[config.mk]
export PLATFORM = sky130hd
export DESIGN_NAME = obi_mgr_arbiter
export DESIGN_NICKNAME = d
export VERILOG_FILES = /design/src/rtl/soc_pkg.sv /design/src/rtl/obi_arb_order_fifo.sv /design/src/rtl/obi_mgr_arbiter.sv
export SDC_FILE = /design/constraint.sdc
export NUM_CORES = 1
export LEC_CHECK = 0
export ABC_AREA = 1
export CAP_MARGIN = 20
export CORE_AREA = 2 2 130 132
export DETAILED_ROUTE_END_ITERATION = 10
export DIE_AREA = 0 0 132 134
export PLACE_DENSITY = 0.53
export SLEW_MARGIN = 20
export SYNTH_ARGS = -nofsm -noshare
export SYNTH_HDL_FRONTEND = slang
export SYNTH_SLANG_ARGS = --single-unit
[constraint.sdc]
create_clock -name clk_i -period 2 [get_ports clk_i]
set_input_delay 0.5 -clock clk_i [delete_from_list [all_inputs] [get_ports clk_i]]
set_output_delay 0.5 -clock clk_i [all_outputs]
set_load 0.03 [all_outputs]
[src/rtl/soc_pkg.sv]
`default_nettype none
// ============================================================================
// Module      : soc_pkg
// Description : Shared SoC types and constants. Holds the OBI subordinate-port
//               request/response structs (32-bit address/data, 1-bit ID) and
//               the manager-count constants used by obi_mgr_arbiter.
// Revision    : 1.0 - initial release
// ============================================================================
package soc_pkg;

   localparam int unsigned AddrWidth   = 32;
   localparam int unsigned DataWidth   = 32;
   localparam int unsigned IdWidth     = 1;

   // Number of managers sharing the peripheral crossbar port.
   localparam int unsigned NumMgrs     = 2;
   localparam int unsigned MgrIdxWidth = $clog2(NumMgrs);

   typedef struct packed {
      logic [AddrWidth-1:0]   addr;
      logic                   we;
      logic [DataWidth/8-1:0] be;
      logic [DataWidth-1:0]   wdata;
      logic [IdWidth-1:0]     aid;
   } obi_a_chan_t;

   typedef struct packed {
      logic [DataWidth-1:0] rdata;
      logic [IdWidth-1:0]   rid;
      logic                 err;
   } obi_r_chan_t;

   typedef struct packed {
      logic        req;
      obi_a_chan_t a;
   } sbr_obi_req_t;

   typedef struct packed {
      logic        gnt;
      logic        rvalid;
      logic        rready;
      obi_r_chan_t r;
   } sbr_obi_rsp_t;

endpackage : soc_pkg
`default_nettype wire

[src/rtl/obi_arb_order_fifo.sv]
`default_nettype none
// ============================================================================
// Module      : obi_arb_order_fifo
// Description : First-word-fall-through FIFO holding the manager index of each
//               accepted-but-unanswered OBI transaction, in grant order.
// Revision    : 1.0 - initial release
// Ports       : clk_i    - clock
//               rst_i    - asynchronous active-high reset
//               push_i   - write data_i (ignored when full)
//               pop_i    - drop head entry (ignored when empty)
//               data_i   - manager index to store
//               data_o   - head entry (valid when !empty_o)
//               full_o   - DEPTH entries stored
//               empty_o  - no entries stored
//               count_o  - registered fill level
// ============================================================================
module obi_arb_order_fifo #(
   parameter int unsigned DEPTH = 2,
   parameter int unsigned WIDTH = 1
) (
   input  logic                       clk_i,
   input  logic                       rst_i,
   input  logic                       push_i,
   input  logic                       pop_i,
   input  logic [WIDTH-1:0]           data_i,
   output logic [WIDTH-1:0]           data_o,
   output logic                       full_o,
   output logic                       empty_o,
   output logic [$clog2(DEPTH+1)-1:0] count_o
);

   localparam int unsigned        CNT_W    = $clog2(DEPTH + 1);
   localparam int unsigned        PTR_W    = (DEPTH > 1) ? $clog2(DEPTH) : 1;
   localparam logic [PTR_W-1:0]   PTR_LAST = PTR_W'(DEPTH - 1);
   localparam logic [CNT_W-1:0]   CNT_FULL = CNT_W'(DEPTH);

   logic [WIDTH-1:0] r_mem [DEPTH];
   logic [PTR_W-1:0] r_wr_ptr;
   logic [PTR_W-1:0] r_rd_ptr;
   logic [CNT_W-1:0] r_count;
   logic             w_do_push;
   logic             w_do_pop;

   assign full_o    = (r_count == CNT_FULL);
   assign empty_o   = (r_count == '0);
   assign count_o   = r_count;
   assign data_o    = r_mem[r_rd_ptr];
   // A push into a full FIFO is refused even if a pop frees a slot this cycle.
   assign w_do_push = push_i && !full_o;
   assign w_do_pop  = pop_i && !empty_o;

   always_ff @(posedge clk_i or posedge rst_i) begin
      if (rst_i) begin
         for (int i = 0; i < int'(DEPTH); i++) begin
            r_mem[i] <= '0;
         end
         r_wr_ptr <= '0;
         r_rd_ptr <= '0;
         r_count  <= '0;
      end else begin
         if (w_do_push) begin
            r_mem[r_wr_ptr] <= data_i;
            r_wr_ptr        <= (r_wr_ptr == PTR_LAST) ? '0 : r_wr_ptr + 1'b1;
         end
         if (w_do_pop) begin
            r_rd_ptr <= (r_rd_ptr == PTR_LAST) ? '0 : r_rd_ptr + 1'b1;
         end
         r_count <= r_count + CNT_W'(w_do_push) - CNT_W'(w_do_pop);
      end
   end

endmodule : obi_arb_order_fifo
`default_nettype wire

[src/rtl/obi_mgr_arbiter.sv]
`default_nettype none
// ============================================================================
// Module      : obi_mgr_arbiter
// Description : Round-robin arbiter sharing one OBI subordinate port between
//               NumMgr managers. Serialises address phases, records grant
//               order and routes in-order responses back to their owners.
// Revision    : 1.0 - initial release
// Ports       : clk_i         - clock
//               rst_i         - asynchronous active-high reset
//               mgr_req_i     - per-manager OBI requests
//               mgr_rsp_o     - per-manager OBI responses (rready driven 0)
//               mgr_rready_i  - per-manager response ready
//               sbr_req_o     - request to the subordinate / crossbar
//               sbr_rsp_i     - subordinate response (rready ignored)
//               sbr_rready_o  - response ready to the subordinate
//               outstanding_o - registered order-FIFO fill level
//               proto_err_o   - sticky: rvalid seen with nothing outstanding
// ============================================================================
module obi_mgr_arbiter
   import soc_pkg::*;
#(
   parameter int unsigned NumMgr         = NumMgrs,
   parameter int unsigned MaxOutstanding = 2
) (
   input  logic                                clk_i,
   input  logic                                rst_i,
   input  sbr_obi_req_t                        mgr_req_i [NumMgr],
   output sbr_obi_rsp_t                        mgr_rsp_o [NumMgr],
   input  logic [NumMgr-1:0]                   mgr_rready_i,
   output sbr_obi_req_t                        sbr_req_o,
   input  sbr_obi_rsp_t                        sbr_rsp_i,
   output logic                                sbr_rready_o,
   output logic [$clog2(MaxOutstanding+1)-1:0] outstanding_o,
   output logic                                proto_err_o
);

   localparam int unsigned      IDX_W    = (NumMgr > 1) ? $clog2(NumMgr) : 1;
   localparam logic [IDX_W-1:0] IDX_LAST = IDX_W'(NumMgr - 1);

   localparam logic [0:0] ST_IDLE = 1'b0;
   localparam logic [0:0] ST_HOLD = 1'b1;

   logic [0:0]       r_state;
   logic [0:0]       w_state_d;
   logic [IDX_W-1:0] r_sel;
   logic [IDX_W-1:0] w_sel_d;
   logic [IDX_W-1:0] r_rr_ptr;
   logic [IDX_W-1:0] w_rr_next;
   logic             r_proto_err;
   logic [NumMgr-1:0] w_req_vec;
   logic [IDX_W-1:0] w_pick;
   logic [IDX_W-1:0] w_cur;
   logic             w_present;
   logic             w_hs;
   logic             w_pop;
   logic             w_full;
   logic             w_empty;
   logic [IDX_W-1:0] w_head;
   logic             w_unused_rready;

   // First requester at or after ptr, wrapping. Iterating from the farthest
   // offset down lets the nearest requester overwrite the result last.
   function automatic logic [IDX_W-1:0] rr_pick(input logic [NumMgr-1:0] reqs,
                                                input logic [IDX_W-1:0]  ptr);
      logic [IDX_W-1:0] pick;
      int               idx;
      pick = ptr;
      for (int i = int'(NumMgr) - 1; i >= 0; i--) begin
         idx = (int'(ptr) + i) % int'(NumMgr);
         if (reqs[IDX_W'(idx)]) begin
            pick = IDX_W'(idx);
         end
      end
      return pick;
   endfunction

   always_comb begin
      w_req_vec = '0;
      for (int i = 0; i < int'(NumMgr); i++) begin
         w_req_vec[i] = mgr_req_i[i].req;
      end
   end

   assign w_pick          = rr_pick(w_req_vec, r_rr_ptr);
   assign w_hs            = sbr_req_o.req && sbr_rsp_i.gnt;
   assign w_rr_next       = (w_cur == IDX_LAST) ? '0 : w_cur + 1'b1;
   assign w_pop           = sbr_rsp_i.rvalid && sbr_rready_o && !w_empty;
   assign proto_err_o     = r_proto_err;
   assign w_unused_rready = sbr_rsp_i.rready;

   // State register
   always_ff @(posedge clk_i or posedge rst_i) begin
      if (rst_i) begin
         r_state     <= ST_IDLE;
         r_sel       <= '0;
         r_rr_ptr    <= '0;
         r_proto_err <= 1'b0;
      end else begin
         r_state <= w_state_d;
         r_sel   <= w_sel_d;
         if (w_hs) begin
            r_rr_ptr <= w_rr_next;
         end
         if (sbr_rsp_i.rvalid && w_empty) begin
            r_proto_err <= 1'b1;
         end
      end
   end

   // Next-state logic. HOLD is only entered with a free slot, so it skips the
   // full check and keeps presenting the locked manager until granted.
   always_comb begin
      w_state_d = r_state;
      w_sel_d   = r_sel;
      w_present = 1'b0;
      w_cur     = w_pick;
      case (r_state)
         ST_IDLE: begin
            w_present = (|w_req_vec) && !w_full;
            if (w_present && !sbr_rsp_i.gnt) begin
               w_state_d = ST_HOLD;
               w_sel_d   = w_pick;
            end
         end
         ST_HOLD: begin
            w_present = 1'b1;
            w_cur     = r_sel;
            if (sbr_rsp_i.gnt) begin
               w_state_d = ST_IDLE;
            end
         end
         default: w_state_d = ST_IDLE;
      endcase
      // Outputs must read as reset values while reset is held, even if a
      // manager keeps its request asserted.
      if (rst_i) begin
         w_present = 1'b0;
      end
   end

   // Output logic
   always_comb begin
      sbr_req_o    = '0;
      sbr_rready_o = 1'b1;
      for (int k = 0; k < int'(NumMgr); k++) begin
         mgr_rsp_o[k] = '0;
      end
      if (w_present) begin
         sbr_req_o               = mgr_req_i[w_cur];
         mgr_rsp_o[w_cur].gnt    = sbr_rsp_i.gnt;
      end
      if (!w_empty) begin
         mgr_rsp_o[w_head].rvalid = sbr_rsp_i.rvalid;
         mgr_rsp_o[w_head].r      = sbr_rsp_i.r;
         sbr_rready_o             = mgr_rready_i[w_head];
      end
   end

   obi_arb_order_fifo #(
      .DEPTH (MaxOutstanding),
      .WIDTH (IDX_W)
   ) u_order_fifo (
      .clk_i   (clk_i),
      .rst_i   (rst_i),
      .push_i  (w_hs),
      .pop_i   (w_pop),
      .data_i  (w_cur),
      .data_o  (w_head),
      .full_o  (w_full),
      .empty_o (w_empty),
      .count_o (outstanding_o)
   );

endmodule : obi_mgr_arbiter
`default_nettype wire

* Yosys cells after proc, flatten, opt, wreduce, memory -nomap -nowiden
Index checks and enable logic that the tools add are counted.
** Word-level totals
- Flip-flop bits (word level) :: 10
- Logic and storage cells :: 87
- Bits of input ports :: 183
- Output and inout bits :: 149
** Operators by class
- Mux-type cells :: 38
- Add/subtract/negate cells :: 6
- Order comparisons :: 10
- Bitwise logic cells :: 6
- Reductions and logical operators :: 17
- Equal/unequal tests :: 1
** Operators by type and width (count)
- 2-to-1 mux 71 bit :: 4
- bitwise mux 74 bit :: 2
- 2-to-1 mux 74 bit :: 2
- demux 37 bit (select 1 bit) :: 3
- AND 74 bit :: 1
- 2-to-1 mux 37 bit :: 1
- 2-to-1 mux 36 bit :: 1
- 2-to-1 mux 34 bit :: 1
- 2-to-1 mux 1 bit :: 20
- logical AND 1 bit :: 11
- greater-or-equal comparator 2 bit (second input constant) :: 4
- NOT 1 -> 2 bit :: 4
- less-than comparator 1 x 3 -> 1 bit (second input constant) :: 2
- less-than comparator 2 x 1 -> 1 bit (second input constant) :: 3
- adder 1 bit (second input constant) :: 4
- case mux 1 bit (2 select lines) :: 2
- logical NOT 1 bit :: 3
- adder 2 x 1 -> 2 bit :: 1
- bitwise mux 2 bit :: 1
- == test 2 bit (second input constant) :: 1
- logical NOT 2 bit :: 1
- less-than comparator 1 x 2 -> 1 bit (second input constant) :: 1
- AND reduction 2 bit :: 1
- OR reduction 2 bit :: 1
- 3 further kinds :: 3

* Longest topological paths before layout
Gate-level depths: netlist of the first run.
- Depth in word-level cells :: 17
- Depth in mapped cells :: 12
- Mapped depth without buffers :: 12

* Cells and area by module
A second synthesis of the first run with hierarchy kept.
** Unflattened totals
- Cell total of the unflattened synthesis :: 433
- Area total of the unflattened synthesis :: 2104.5 um^2
** Modules (own cells, without submodules)
- obi_mgr_arbiter :: seq. area each 100.1 um^2, times used 1, area each 1767.9 um^2, cells an instance 389
- obi_arb_order_fifo :: seq. area each 150.1 um^2, times used 1, area each 336.6 um^2, cells an instance 44

* Worst setup path after synthesis of the first run
Ideal clock, no wire load.
- Kind :: reg2out
- Start :: register u_order_fifo.r_count[1] (netlist: u_order_fifo.count_o[1])
- End :: output port mgr_rsp_o[10] (netlist name)
- Required time :: 1.500 ns
- Arrival time :: 1.673 ns
- Slack :: -0.173 ns
- Buffers on the path :: 1
- Stages on the path, launching flop included :: 4
- Cells stage by stage :: dfrtp_1 nor2_1 clkbuf_1 nor3_1
** RTL lines
- start, declared :: line obi_arb_order_fifo.sv:40 : logic [CNT_W-1:0] r_count;
- start signal, assigned :: line obi_arb_order_fifo.sv:68 : r_count <= r_count + CNT_W'(w_do_push) - CNT_W'(w_do_pop);
- end, declared :: line obi_mgr_arbiter.sv:28 : output sbr_obi_rsp_t mgr_rsp_o [NumMgr],

==> results of run 1 <==
-- power groups by stage --
stage | logic [mW] | registers [mW] | clock network (mW)
floorplan | 4.13 | 0.385 | 0
global placement | 7.12 | 0.344 | 0
detailed placement | 7.17 | 0.348 | 0
CTS | 8.55 | 0.353 | 0.402
global route | 12.0 | 0.384 | 0.416
finish | 11.5 | 0.373 | 0.398
-- area by class of cell --
class,count,area [sq um],share of cell area (%)
multi-input cells,337,2950,34.4
well taps,220,275,3.21
clock buffers,4,88.8,1.03
repair buffers,415,4790,55.8
inverters,52,205,2.39
flip-flops and latches,10,253,2.94
repair inverters,2,22.5,0.262
-- through the flow --
stage                     total power [mW]  std cells  hold slack (ns)  TNS (ns)  utilization, %
after global placement                7.46        984            0.471    -33.65            36.9
after global routing                  12.8       1040            0.511    -16.99            52.7
after detailed placement              7.51        984            0.480    -33.10            36.9
after CTS                             9.30       1009            0.489     -4.87            42.5
final                                 12.3       1040            0.484    -10.56            52.7
after floorplan                       4.51        434            0.356    -10.55               -
-- layer usage --
layer	vias up	part of all wire, %
met1	2190	38
li1	2176	-
met5	-	0
met2	207	55
met4	0	2.4
met3	28	4.8
-- flip-flops by register name, indices dropped and copies added, names as in the netlist --
register               count
u_order_fifo.r_mem         2
u_order_fifo.count_o       2
r_sel                      1
proto_err_o                1
r_rr_ptr                   1
u_order_fifo.r_wr_ptr      1
u_order_fifo.r_rd_ptr      1
r_state                    1
-- worst min-delay path by stage --
stage	endpoint	slack, ns
after floorplan	proto_err_o$_DFFE_PP0P_	0.36
after global placement	proto_err_o$_DFFE_PP0P_	0.47
after detailed placement	proto_err_o$_DFFE_PP0P_	0.48
after CTS	proto_err_o$_DFFE_PP0P_	0.49
after global routing	proto_err_o$_DFFE_PP0P_	0.51
final	proto_err_o$_DFFE_PP0P_	0.48
-- cell usage after synthesis (2+ instances only) --
library cell  count
buf_4             3
nand3_2           2
nor2_1            2
nand4_1           3
nor3_1           71
buf_2            23
clkbuf_1         11
xnor2_1           2
a21oi_1          71
nand3_1           4
nand2_1         164
inv_1            48
dfrtp_1          10
nor2_2            2
inv_2             3
nand2_2           3
ha_1              2
o21ai_0           3
-- logic make-up (layout without fill, tap and decap cells) --
kind of cell,count (synthesis),after routing,synth area share [%]
flip-flops,10,10,11.6
AND/OR/NAND/NOR,251,253,49.6
other,1,2,0.174
AO/OA/AOI/OAI,77,77,18.7
buffers and inverters,89,473,17.5
adder cells (fa/ha/maj),2,2,1.16
XOR/XNOR,3,3,1.22
-- layout by cell type (no fill, tap or decap), types with 3 or more instances in the layout --
cell	count
nand2_2	40
nor3_2	24
nand2_4	8
buf_16	5
nor3_4	39
buf_12	27
buf_6	117
inv_1	40
nor3_1	8
nand4_1	3
a21oi_2	31
nand2_1	114
dfrtp_1	8
clkdlybuf4s50_1	181
nand3_1	3
nand2_8	7
o21ai_0	3
buf_4	60
buf_8	5
a21oi_4	40
clkbuf_16	18
inv_2	10
-- worst max-delay path, delay by kind of cell, from the launching register on --
| kind | cells | cell delay, ns |
|---|---|---|
| buf+inv | 4 | 0.64 |
| flops | 1 | 0.39 |
| compound gates | 1 | 0.07 |
| simple gates | 2 | 0.28 |
-- repair_timing --
action / 4_1_cts / 5_1_grt
pin swaps: 10 / 56
buffers inserted: 13 / 12
resized for setup: 135 / 237
endpoints found under the setup margin: 112 / 146
gates cloned: 9 / 23
==> summary.md, run 1 <==
| Metric | Value |
|---|---|
| Worst r2r path cells | `13` |
| Unique masters post-synth | `24` |
| Tmin final | `2.13 ns` |
| Synth area leaders | `nand2_1 29%, a21oi_1 17%, nor3_1 17%` |
| Vias per inst | `4.42` |
| Seq pwr share | `3.0%` |
| Fraction of layout instances using a drive strength above 1 | `54.8%` |
| Sw power | `6.49 mW` |
| Htree depth | `1` |
| Peak VDD IR | `0.755 mV` |
| Ant diodes | `0` |
| RSZ-0062 raised after global routing | `yes` |
| Slowest cell delay on critical path | `0.39 ns` |
| Netlist Area Pre-Place | `2150 sq um` |
| Hold Crit Depth | `1` |
| CTS tree | `built` |
| Cell taking the most area after synthesis | `nand2_1` |
| Final Cell Area | `8590 sq um` |
| Final WL | `19100 um` |
| Crit. Startpoint | `u_order_fifo.r_mem[1]$_DFFE_PP0P_` |
| Leak | `3.57 nW` |
| RR Startpoint | `u_order_fifo.r_rd_ptr$_DFFE_PP0P_` |
| Die ar. | `17700 sq um` |
| Initial antenna violation count | `0` |
| Post-synth EDFFs | `0` |
| Vias in the first global route | `4272` |
| Max Fanout on Critical Path | `6` |
| Switching Fraction | `52.9%` |
| Row count | `47` |
| GR Util met2 | `31.3%` |
| Status | `finished, violations left` |
| Hold Buf Count CTS | `0` |
| Met1 Use GR | `19.6%` |
| Clock group share of total power | `3.2%` |
| Initial drt markers | `166` |
| R2R Setup Slk | `0.12 ns` |
| Critical Path AT | `1.63 ns` |
| Max Cap Viol | `0` |
| Failing checks | `setup timing` |
| M3 GR Usage | `1.63%` |
| Final Hold Fails | `0` |
| Via Count | `4601` |
| Fill count | `1440` |
| Required time of the critical path | `1.50 ns` |
| Clk buf depth | `2` |
| DR WL/cell | `18.4 um` |
| CTS Buf Count | `3` |
| Clock-pin slew on the worst setup and hold paths | `0.04 ns` |
| Critical path type | `register to output port` |
| Register area share after synthesis | `11.6%` |
| YS warnings | `0` |
| Worst reg2reg endpoint | `u_order_fifo.count_o[1]$_DFF_PP0_` |
| # DRC | `0` |
| Area growth syn-to-layout | `299%` |
| Clock Sinks | `10` |
| Crit-path cells | `nand2_2 -> o21ai_4 -> buf_12 -> buf_12 -> clkbuf_16 -> nor3_2 -> buf_4` |
| Root buf cell | `clkbuf_16` |
| Worst setup EP type | `output port` |
| Top cell type's share of synthesized area | `28.6%` |
| IO Port Bufs | `328` |
| Die Wd | `132 um` |
| Worst-skew pair later-pin latency | `0.24 ns` |
| First-pass detailed-route iteration total | `4` |
| Syn avg cell area | `4.97 sq um` |
| CP endpoint | `mgr_rsp_o[53]` |
| Post-route setup slack | `-0.130 ns` |
| Flops & latches, synth | `10` |
| Setup-failing EPs final | `140` |
| Total track usage | `16.4%` |
| Global placer's final weighted congestion | `0.907` |
| Final nets | `1006` |
| DIE HEIGHT | `134 um` |
| Mapped Cells | `433` |
| P per Cell Area | `1430 nW/um^2` |
| Setup Skew | `0.00163 ns` |
| Comb pwr share | `93.7%` |
| Largest net degree at the start of global routing | `27` |
| Most used cell, CP | `buf_12` |
| Core region area | `16300 sq um` |
| Ys async rst share | `100%` |
| Global-route wire length before repair | `23400 um` |
| Pre-CTS setup slack | `-0.489 ns` |
| Main synth FF type | `dfrtp_1` |
| Cell-internal power | `5.78 mW` |
| Pins Over Slew Limit | `0` |
| HPWL after DPL | `12100 um` |
| Final ANT Viol Nets | `0` |
| Min-delay src | `proto_err_o$_DFFE_PP0P_` |
| Busiest grt layer | `met2` |
| CP startpoint kind | `register` |
| Worst path slowest cell | `dfrtp_1` |
| Starting Density | `13.2%` |
| Class of the worst hold path | `register to register` |
| Global route overflow | `0` |
| Num ports | `332` |
| Dpl cell area | `6020 sq um` |
| F_max | `0.469 GHz` |
| Crit share post-route | `107%` |
No activity file was read; power rests on OpenSTA's default activity.
==> run 2, diff against run 1 <==
--- a/config.mk
+++ b/config.mk
@@ -15,3 +15,4 @@
 export SYNTH_ARGS = -nofsm -noshare
 export SYNTH_HDL_FRONTEND = slang
 export SYNTH_SLANG_ARGS = --single-unit
+export TNS_END_PERCENT = 50
==> run 2 against run 1 <==
Against the previous run: the run still ends with setup timing left; register-to-register slack improved by 0.04 ns; critical path depth increased by 1; sequential cell count unchanged; first-iteration DRC count decreased by 22%; combinational power decreased by 25%; hold slack got worse by 0.0070 ns; count of clock-buffer cells in the layout unchanged; sequential power decreased by 5%; final area decreased by 18%; critical endpoint is now sbr_req_o[35]; largest cell class unchanged.
==> summary.md, run 2 (synthesized netlist as in run 1, its figures left out) <==
| Metric | Value |
|---|---|
| Largest net degree at the start of global routing | `39 (was 27)` |
| Leak | `3.19 nW (was 3.57 nW)` |
| Final ANT Viol Nets | `0 (unchanged)` |
| Flip-flop and latch area | `250 sq um (was 253 sq um)` |
| Total track usage | `14.6% (was 16.4%)` |
| Dpl cell area | `5600 sq um (was 6020 sq um)` |
| Clk buf depth | `2 (unchanged)` |
| Area growth syn-to-layout | `225% (was 299%)` |
| Commonest non-fill, non-tap cell in the layout | `clkdlybuf4s50_1 (unchanged)` |
| Die Wd | `132 um (unchanged)` |
| RR Startpoint | `u_order_fifo.count_o[0]$_DFF_PP0_ (was u_order_fifo.r_rd_ptr$_DFFE_PP0P_)` |
| Initial drt markers | `129 (was 166)` |
| Clock-pin slew on the worst setup and hold paths | `0.04 ns (about the same)` |
| Global-route wire length before repair | `21000 um (was 23400 um)` |
| Max Fanout on Critical Path | `7 (was 6)` |
| Final WL | `15400 um (was 19100 um)` |
| Core region area | `16300 sq um (unchanged)` |
| Max Cap Viol | `0 (unchanged)` |
| Pins Over Slew Limit | `0 (unchanged)` |
| Hold Buf Count CTS | `0 (unchanged)` |
| Tmin final | `2.10 ns (was 2.13 ns)` |
| CP startpoint kind | `register (unchanged)` |
| Fin Setup TNS | `-3.38 ns (was -10.56 ns)` |
| Final Hold Fails | `0 (unchanged)` |
| Failing checks | `setup timing (unchanged)` |
| Global placer's final weighted congestion | `0.770 (was 0.907)` |
| Final Power | `9.37 mW (was 12.3 mW)` |
| Via Count | `4177 (was 4601)` |
| Htree depth | `1 (unchanged)` |
| Num ports | `332 (unchanged)` |
| Fill count | `1627 (was 1440)` |
| Global route overflow | `0 (unchanged)` |
| Post-route setup slack | `-0.0990 ns (was -0.130 ns)` |
| Die ar. | `17700 sq um (unchanged)` |
| Peak VDD IR | `0.585 mV (was 0.755 mV)` |
| Slowest cell delay on critical path | `0.37 ns (was 0.39 ns)` |
| Critical Path AT | `1.60 ns (was 1.63 ns)` |
| Worst path slowest cell | `dfrtp_1 (unchanged)` |
| Critical path type | `register to output port (unchanged)` |
| Pre-CTS setup slack | `-0.533 ns (was -0.489 ns)` |
| Vias per inst | `4.14 (was 4.42)` |
| Final Cell Area | `7010 sq um (was 8590 sq um)` |
| DIE HEIGHT | `134 um (unchanged)` |
| RSZ-0062 raised after global routing | `yes (unchanged)` |
| Setup-failing EPs final | `67 (was 140)` |
| IO Port Bufs | `328 (unchanged)` |
| Most frequent cells in the layout | `181 x clkdlybuf4s50_1, 117 x nand2_1, 114 x buf_4, 60 x buf_6, 52 x a21oi_2 (was 181 x clkdlybuf4s50_1, 117 x buf_6, 114 x nand2_1, 60 x buf_4)` |
| Status | `finished, violations left (unchanged)` |
| Class of the worst hold path | `input pin to async pin (was register to register)` |
| P per Cell Area | `1340 nW/um^2 (was 1430 nW/um^2)` |
| Multi-input gate area | `2200 sq um (was 2950 sq um)` |
| HPWL after DPL | `10400 um (was 12100 um)` |
| Row count | `47 (unchanged)` |
| Fin Hold WS | `0.477 ns (was 0.484 ns)` |
| Most used cell, CP | `buf_6 (was buf_12)` |
| Fraction of layout instances using a drive strength above 1 | `46.1% (was 54.8%)` |
| CP delay by family, top | `buffers and inverters (unchanged)` |
| Setup Skew | `0.000545 ns (was 0.00163 ns)` |
| CTS Buf Count | `3 (unchanged)` |
| Required time of the critical path | `1.50 ns (about the same)` |
| Worst setup EP type | `output port (unchanged)` |
| Crit. Startpoint | `r_state$_DFF_PP0_ (was u_order_fifo.r_mem[1]$_DFFE_PP0P_)` |
| CTS tree | `built (unchanged)` |
| F_max | `0.476 GHz (was 0.469 GHz)` |
| Crit share post-route | `105% (was 107%)` |
| WP buf/inv | `5 (was 4)` |
| Ant diodes | `0 (unchanged)` |
| # DRC | `0 (unchanged)` |
| Final nets | `974 (was 1006)` |
| Initial antenna violation count | `0 (unchanged)` |
| Root buf cell | `clkbuf_16 (unchanged)` |
| Clock Sinks | `10 (unchanged)` |
| Worst-skew pair later-pin latency | `0.23 ns (was 0.24 ns)` |
| DR WL/cell | `15.3 um (was 18.4 um)` |
| Starting Density | `13.2% (unchanged)` |
| Vias in the first global route | `3903 (was 4272)` |
| First-pass detailed-route iteration total | `4 (unchanged)` |
| Crit-path cells | `inv_2 -> buf_6 -> nand2_4 -> nand2_8 -> buf_8 -> buf_16 -> a21oi_4 -> buf_6 (was nand2_2 -> o21ai_4 -> buf_12 -> buf_12 -> clkbuf_16 -> nor3_2 -> buf_4)` |
[run 2: changes by cell type in the layout (fill, tap and decap cells not counted), sizes merged]
cell    previous run  this run
buf              216       200
bufbuf             2         0
clkbuf            19         9
inv               54        52
nand2            169       167
[run 2: routing by layer]
| metal | GRT usage (%) | part of all wire [%] | wire length (um) | vias to the layer above |
|---|---|---|---|---|
| met2 | 26.6 | 52 | 8040 | 155 |
| li1 | - | - | - | 2091 |
| met5 | 0 | 0 | 0 | - |
| met1 | 18.1 | 40 | 6120 | 1907 |
| met4 | 3.44 | 2.3 | 356 | 0 |
| met3 | 2.27 | 5.7 | 877 | 24 |
[run 2: final cells by class]
type / count / area share, %
Clock buffer: 4 / 1.27
Inverter: 52 / 2.82
Multi-Input combinational cell: 335 / 31.4
Sequential cell: 10 / 3.57
Tap cell: 220 / 3.93
Timing Repair Buffer: 387 / 57.0
[run 2: path summary, 6_finish.rpt]
| kind | to | slack, ns | cells past startpoint |
|---|---|---|---|
| max | sbr_req_o[35] | -0.1 | 8 |
| min | r_sel$_DFFE_PP0P_ | 0.48 | 3 |
| max reg2reg | u_order_fifo.count_o[1]$_DFF_PP0_ | 0.16 | 10 |
| min reg2reg | proto_err_o$_DFFE_PP0P_ | 0.48 | 1 |
| max in group asynchronous | u_order_fifo.count_o[0]$_DFF_PP0_ | 1.38 | 3 |
| min in group clk_i | proto_err_o$_DFFE_PP0P_ | 0.48 | 1 |
[run 2: worst min-delay path: cells and delay by family]
kind     cells  cell delay, ns
buf+inv      3            0.55
[run 2: power breakdown]
group / switching [mW] / internal, mW
clock: 0.0888 / 0.300
combinational: 5.01 / 3.62
sequential: 0.0653 / 0.289
[run 2: stage by stage]
step | instances | utilization (%)
floorplan | 434 | -
global placement | 976 | 34.4
detailed placement | 976 | 34.4
CTS | 997 | 38.1
global route | 1008 | 43.0
finish | 1008 | 43.0
[run 2: what timing repair did]
item,CTS,global route
pin swaps,6,37
endpoints found under the setup margin,101,96
endpoints found under the hold margin,0,0
cloned,8,6
gates resized for setup,77,170
buffers inserted,9,7
==> run 3, diff against run 2 <==
--- a/config.mk
+++ b/config.mk
@@ -8,6 +8,7 @@
 export ABC_AREA = 1
 export CAP_MARGIN = 20
 export CORE_AREA = 2 2 130 132
+export CTS_CLUSTER_SIZE = 10
 export DETAILED_ROUTE_END_ITERATION = 10
 export DIE_AREA = 0 0 132 134
 export PLACE_DENSITY = 0.53
==> results of run 3 <==
No change in the layout: final DEF, timing and power equal those of run 2.
